<file path="src/rtl/scramble_seq_pkg.sv">
// Shared constants for the scrambler job sequencer.
// Holds the FSM state encoding, default geometry and the start-acknowledge timeout.
package scramble_seq_pkg;

   localparam int DEPTH_DEF   = 32;
   localparam int AW_DEF      = 5;
   localparam int DW_DEF      = 8;
   localparam int ACK_TIMEOUT = 4;

   localparam logic [2:0] ST_RESYNC = 3'd0;
   localparam logic [2:0] ST_LOAD   = 3'd1;
   localparam logic [2:0] ST_KICK   = 3'd2;
   localparam logic [2:0] ST_ACK    = 3'd3;
   localparam logic [2:0] ST_RUN    = 3'd4;
   localparam logic [2:0] ST_DRAIN  = 3'd5;

   typedef enum logic [2:0] {
      S_RESYNC = ST_RESYNC,
      S_LOAD   = ST_LOAD,
      S_KICK   = ST_KICK,
      S_ACK    = ST_ACK,
      S_RUN    = ST_RUN,
      S_DRAIN  = ST_DRAIN
   } seq_state_t;

endpackage

</file>
<file path="src/rtl/seq_out_stage.sv">
// Output register of the job sequencer: pulls regfile bytes while draining, tracks the last flag.
// Latency: one cycle from a read-address cycle to out_valid; sustains one byte per cycle.
// Backpressure: out_ready=0 freezes out_data/out_last and stops further regfile reads.
module seq_out_stage
#(
   parameter int DW = 8
)
(
   input  logic          clk,
   input  logic          rst,
   input  logic          drain,
   input  logic [DW-1:0] rd_data,
   input  logic          rd_last,
   output logic          ld_take,
   output logic          last_hs,
   output logic          out_valid,
   output logic [DW-1:0] out_data,
   output logic          out_last,
   input  logic          out_ready
);

   // Set once the final byte of the job sits in the register; no more reads after that.
   logic ld_done;

   assign ld_take = drain && !ld_done && (!out_valid || out_ready);
   assign last_hs = out_valid && out_ready && out_last;

   always_ff @(posedge clk) begin
      if (rst) begin
         out_valid <= 1'b0;
         out_data  <= '0;
         out_last  <= 1'b0;
         ld_done   <= 1'b0;
      end else begin
         if (ld_take) begin
            out_valid <= 1'b1;
            out_data  <= rd_data;
            out_last  <= rd_last;
         end else if (out_ready) begin
            out_valid <= 1'b0;
            out_last  <= 1'b0;
         end
         if (last_hs)
            ld_done <= 1'b0;
         else if (ld_take && rd_last)
            ld_done <= 1'b1;
      end
   end

endmodule

</file>
<file path="src/rtl/scramble_job_seq.sv">
// Job sequencer: loads 1..DEPTH bytes into the scrambler regfile, launches it, streams results.
// Latency: write in the handshake cycle, start 1 cycle after close, first output 1 cycle into DRAIN.
// Backpressure: in_ready only in LOAD; output stalls hold data. Optional bypass port: SEQ_BYPASS_EN.
module scramble_job_seq
   import scramble_seq_pkg::*;
#(
   parameter int DEPTH = DEPTH_DEF,
   parameter int AW    = AW_DEF,
   parameter int DW    = DW_DEF
)
(
   input  logic          clk,
   input  logic          rst,
   input  logic          in_valid,
   input  logic [DW-1:0] in_data,
   input  logic          in_last,
   output logic          in_ready,
`ifdef SEQ_BYPASS_EN
   input  logic          bypass,
`endif
   output logic          out_valid,
   output logic [DW-1:0] out_data,
   output logic          out_last,
   input  logic          out_ready,
   output logic          scr_start,
   output logic [AW-1:0] scr_len_1,
   input  logic          scr_busy,
   output logic [AW-1:0] usr_r_addr,
   output logic [AW-1:0] usr_w_addr,
   output logic [DW-1:0] usr_din,
   output logic          usr_wr_en,
   input  logic [DW-1:0] scr_dout,
   output logic          job_done,
   output logic          err_trunc,
   output logic          err_nostart
);

   localparam int ACW = $clog2(ACK_TIMEOUT);

   seq_state_t     state;
   logic [AW-1:0]  w_ptr;
   logic [AW-1:0]  r_ptr;
   logic [ACW-1:0] ack_cnt;

   logic in_hs;
   logic at_end;
   logic close;
   logic skip_scr;
   logic drain;
   logic ld_take;
   logic last_hs;

   assign in_hs  = in_valid && in_ready;
   assign at_end = (w_ptr == AW'(DEPTH - 1));
   assign close  = in_hs && (in_last || at_end);
   assign drain  = (state == S_DRAIN);

   // w_ptr still holds the closing byte's index here, so zero means a one-byte job.
`ifdef SEQ_BYPASS_EN
   assign skip_scr = (w_ptr == '0) || bypass;
`else
   assign skip_scr = (w_ptr == '0);
`endif

   assign usr_wr_en  = in_hs;
   assign usr_w_addr = w_ptr;
   assign usr_din    = in_hs ? in_data : '0;
   assign usr_r_addr = r_ptr;

   seq_out_stage #(.DW(DW)) u_out (
      .clk       (clk),
      .rst       (rst),
      .drain     (drain),
      .rd_data   (scr_dout),
      .rd_last   (r_ptr == scr_len_1),
      .ld_take   (ld_take),
      .last_hs   (last_hs),
      .out_valid (out_valid),
      .out_data  (out_data),
      .out_last  (out_last),
      .out_ready (out_ready)
   );

   always_ff @(posedge clk) begin
      if (rst) begin
         state       <= S_RESYNC;
         w_ptr       <= '0;
         r_ptr       <= '0;
         ack_cnt     <= '0;
         scr_len_1   <= '0;
         in_ready    <= 1'b0;
         scr_start   <= 1'b0;
         job_done    <= 1'b0;
         err_trunc   <= 1'b0;
         err_nostart <= 1'b0;
      end else begin
         scr_start <= 1'b0;
         job_done  <= 1'b0;
         case (state)
            // A reset can land mid-scramble; the regfile is not ours until busy drops.
            S_RESYNC: begin
               if (!scr_busy) begin
                  state    <= S_LOAD;
                  in_ready <= 1'b1;
               end
            end
            S_LOAD: begin
               if (close) begin
                  w_ptr     <= '0;
                  scr_len_1 <= w_ptr;
                  in_ready  <= 1'b0;
                  if (!in_last)
                     err_trunc <= 1'b1;
                  if (skip_scr) begin
                     state <= S_DRAIN;
                  end else begin
                     state     <= S_KICK;
                     scr_start <= 1'b1;
                  end
               end else if (in_hs) begin
                  w_ptr <= w_ptr + 1'b1;
               end
            end
            S_KICK: begin
               state   <= S_ACK;
               ack_cnt <= '0;
            end
            S_ACK: begin
               if (scr_busy) begin
                  state <= S_RUN;
               end else if (ack_cnt == ACW'(ACK_TIMEOUT - 1)) begin
                  state       <= S_DRAIN;
                  err_nostart <= 1'b1;
               end else begin
                  ack_cnt <= ack_cnt + 1'b1;
               end
            end
            S_RUN: begin
               if (!scr_busy)
                  state <= S_DRAIN;
            end
            S_DRAIN: begin
               if (ld_take)
                  r_ptr <= r_ptr + 1'b1;
               if (last_hs) begin
                  r_ptr    <= '0;
                  job_done <= 1'b1;
                  in_ready <= 1'b1;
                  state    <= S_LOAD;
               end
            end
            default: state <= S_RESYNC;
         endcase
      end
   end

endmodule

</file>
<file path="config.mk">
export PLATFORM = sky130hd
export DESIGN_NAME = scramble_job_seq
export DESIGN_NICKNAME = d
export VERILOG_FILES = /design/src/rtl/scramble_seq_pkg.sv /design/src/rtl/seq_out_stage.sv /design/src/rtl/scramble_job_seq.sv
export SDC_FILE = /design/constraint.sdc
export NUM_CORES = 1
export LEC_CHECK = 0
export BUFFER_PORTS_ARGS = -buffer_cell sky130_fd_sc_hd__buf_2
export CORE_UTILIZATION = 25
export CTS_CLUSTER_DIAMETER = 30
export DETAILED_ROUTE_END_ITERATION = 16
export PLACE_DENSITY = 0.47
export SETUP_SLACK_MARGIN = 0.15
export SYNTH_ARGS = -nofsm -noshare
export SYNTH_HDL_FRONTEND = slang
export SYNTH_HIERARCHICAL = 1
export SYNTH_SLANG_ARGS = --single-unit
</file>
<file path="constraint.sdc">
create_clock -name clk -period 5.3 [get_ports clk]
set_input_delay 0.265 -clock clk [delete_from_list [all_inputs] [get_ports clk]]
set_output_delay 0.265 -clock clk [all_outputs]
set_load 0.03 [all_outputs]
</file>
==> impl_metrics.tcl <==
set metrics [dict create \
    max_slew.worst_pin.slew_ps 771 \
    grt_usage_pct 12.0 \
    utilization_pct 32.4 \
    design_area_sq_um 2220 \
    ios 61 \
    syn_to_final_growth_pct 24.2 \
    grt_pass1_vias 1508 \
    fin_cells 363 \
    grt_pass1_wl_um 7270 \
    diodes 0 \
    gp_congestion 0.729 \
    remaining_drc_errors 0 \
    wl_met3_um 208 \
    seq_area_frac_synth_pct 40.3 \
    detail-route-antenna-nets 0 \
    period_share_pct 42.0 \
    setup_slack_ps 3080 \
    fin_hold_ws_ps 282 \
    pwr-share-comb_pct 22.5 \
    highest_layer "met4" \
    numCtsBuffers 5 \
    die_w_um 86.6 \
    synth-seq-cells 36 \
    hold_path.class "in -> reg" \
    worst-path-buf-inv 0 \
    slew_headroom_pct 48.2 \
    pwr-share-seq_pct 47.2 \
    power_leakage_nw 0.995 \
    synth_cell_types 41 \
    cp.arrival_ps 2430 \
    cts.hold.buffers_added 0 \
    port_buffers 60 \
    hold_viol 0 \
    firstDrtPassIters 4 \
    cp-start-kind "flop" \
    max_stage_delay_ps 490 \
    maxSlewViolCount 0 \
    yosysTopAreaCell "dfxtp_1" \
    finalSetupViolCount 0 \
    max_cap_viol_count 0 \
    syn-num-nets 237 \
    viasPerCell 4.55 \
    required_ps 5510 \
    peakVddDrop_mv 0.186 \
    fin_crit_ps 2220 \
    synth_area_leaders "dfxtp_1 40%, a21oi_1 7.3%, or3b_1 3.9%" \
    num_rows 30 \
    critical-path-slowest-cell "nor2_1" \
    coreArea_sq_um 6870 \
    hpwl_um 3100 \
    synth_top_area_share_pct 40.3 \
    grt-ovfl-total 0 \
    wl_met1_um 2170 \
    pwr_density_cell_nw_per_um2 303 \
    cts_setup_buffers 0 \
    route.met2.wl_um 1930 \
    path_cells "ha_1, and3_1, ha_1, nor2_1, o21bai_1, a32oi_1, mux2i_1" \
    swShare_pct 33.0 \
    clock_skew_ps 9.94 \
    cp_top_family "simple AND/OR/NAND/NOR gates" \
    dp.cells 355 \
    cts.sinks 36 \
    fin_setup_tns_ps 0 \
    first_iter_violations 79 \
    via_count 1653 \
    drive_gt1_share_pct 27.3 \
    power_mw 0.673 \
    cts_tree "done" \
    finalWirelength_um 4330 \
    grt_max_degree 37 \
    die_y_um 86.6 \
    wl_per_cell_um 11.9 \
    dpl_worst_slack_ps 3140 \
    rsz0062_at_grt "false" \
    synth.most_common_cell "dfxtp_1" \
    critPathKind "reg -> reg" \
    placed_area_sq_um 2130 \
    h-tree-depth 2 \
    syn-instance-count 210 \
    avgSynthCellArea_sq_um 8.53 \
    clk_latency_ps 280 \
    initial_core_util_pct 26.1 \
    netlist_area_sq_um 1790 \
    synthTopCellsByCount "36 x dfxtp_1, 26 x a21oi_1, 15 x nand2_1" \
    num-nets-final 293 \
    dieArea_sq_um 7500 \
    status "finished, final reports clean" \
    internal-power_mw 0.451 \
    ys_warn_count 6 \
    synthFlopType "dfxtp_1" \
    power_frac_clock_pct 30.3 \
    switchingPower_mw 0.222 \
    max_freq_mhz 450 \
    antenna_found_initial 0 \
    postCtsResizedCells 0 \
    crit_fanout 10 \
    clk_pin_slew_worst_paths_ps 80 \
    clk_path_buf_depth 2 \
    crit_top_cell "ha_1" \
    async_flop_share_pct 0 \
    cp-end-kind "flop" \
    cts_root_buffer "clkbuf_8" \
    synth_edf_count 0 \
]
==> path summary, 6_finish.rpt <==
kind                                   start                       to  slack, ps  cells after the start
setup / recovery  usr_w_addr[0]$_SDFFE_PP0P_    state[0]$_SDFFE_PP0P_       3080                      7
hold / removal                       in_last   err_trunc$_SDFFE_PP0P_        280                      4
setup reg to reg  usr_w_addr[0]$_SDFFE_PP0P_    state[0]$_SDFFE_PP0P_       3080                      7
hold reg to reg      ack_cnt[1]$_SDFFE_PP0P_  ack_cnt[1]$_SDFFE_PP0P_        460                      2
==> placed cells by master, fill, tap and decap left out, types with 8 or more instances in the layout <==
master	n
nand2_1	15
and3_1	10
o21ai_0	10
a21oi_1	26
nand3_1	9
nor2_1	14
buf_2	60
o21ai_1	8
or3b_1	8
dfxtp_1	36
==> registers in the layout (all words and copies together) (netlist names) <==
register,flops
usr_r_addr,5
job_done,1
err_trunc,1
in_ready,1
scr_len_1,5
u_out/out_valid,1
u_out/out_data,8
u_out/ld_done,1
usr_w_addr,5
scr_start,1
state,3
u_out/out_last,1
ack_cnt,2
err_nostart,1
==> per-layer routing <==
metal  GRT usage, %  vias to the layer above
met4           2.27                        0
met3           3.43                        2
met1           16.1                      761
met5              0                        -
met2           19.2                       35
li1               -                      855
==> area by class of cell <==
| type | count | area [sq um] |
|---|---|---|
| inverters | 7 | 26.3 |
| repair buffers | 60 | 300 |
| multi-input cells | 156 | 966 |
| flip-flops and latches | 36 | 721 |
| well taps | 96 | 120 |
| fillers | 751 | 4650 |
| clock buffers | 8 | 90.1 |
==> worst register-to-register path: cells and delay by family, from the launching register on <==
kind / cells / cell delay [ps]
simple gates: 2 / 680
mux: 1 / 210
flops: 1 / 360
compound gates: 2 / 490
fa+ha+maj: 2 / 420
==> logic make-up (layout without fill, tap and decap cells) <==
logic type,after synthesis,count (layout),synth area share [%]
AO/OA/AOI/OAI,53,53,16.1
XOR/XNOR,7,7,3.42
adder cells (fa/ha/maj),5,5,3.49
buffers and inverters,18,75,5.80
flip-flops,36,36,40.3
multiplexers,3,3,1.68
AND/OR/NAND/NOR,88,88,29.2
==> power by group through the flow <==
| stage | clock network (mW) | logic (mW) | registers, mW |
|---|---|---|---|
| 2_1_floorplan | 0 | 0.115 | 0.327 |
| 3_3_place_gp | 0 | 0.153 | 0.324 |
| 3_5_place_dp | 0 | 0.152 | 0.324 |
| 4_1_cts | 0.212 | 0.153 | 0.318 |
| 5_1_grt | 0.223 | 0.169 | 0.322 |
| 6_report | 0.204 | 0.151 | 0.318 |
Power figures use the tool's default switching activity.
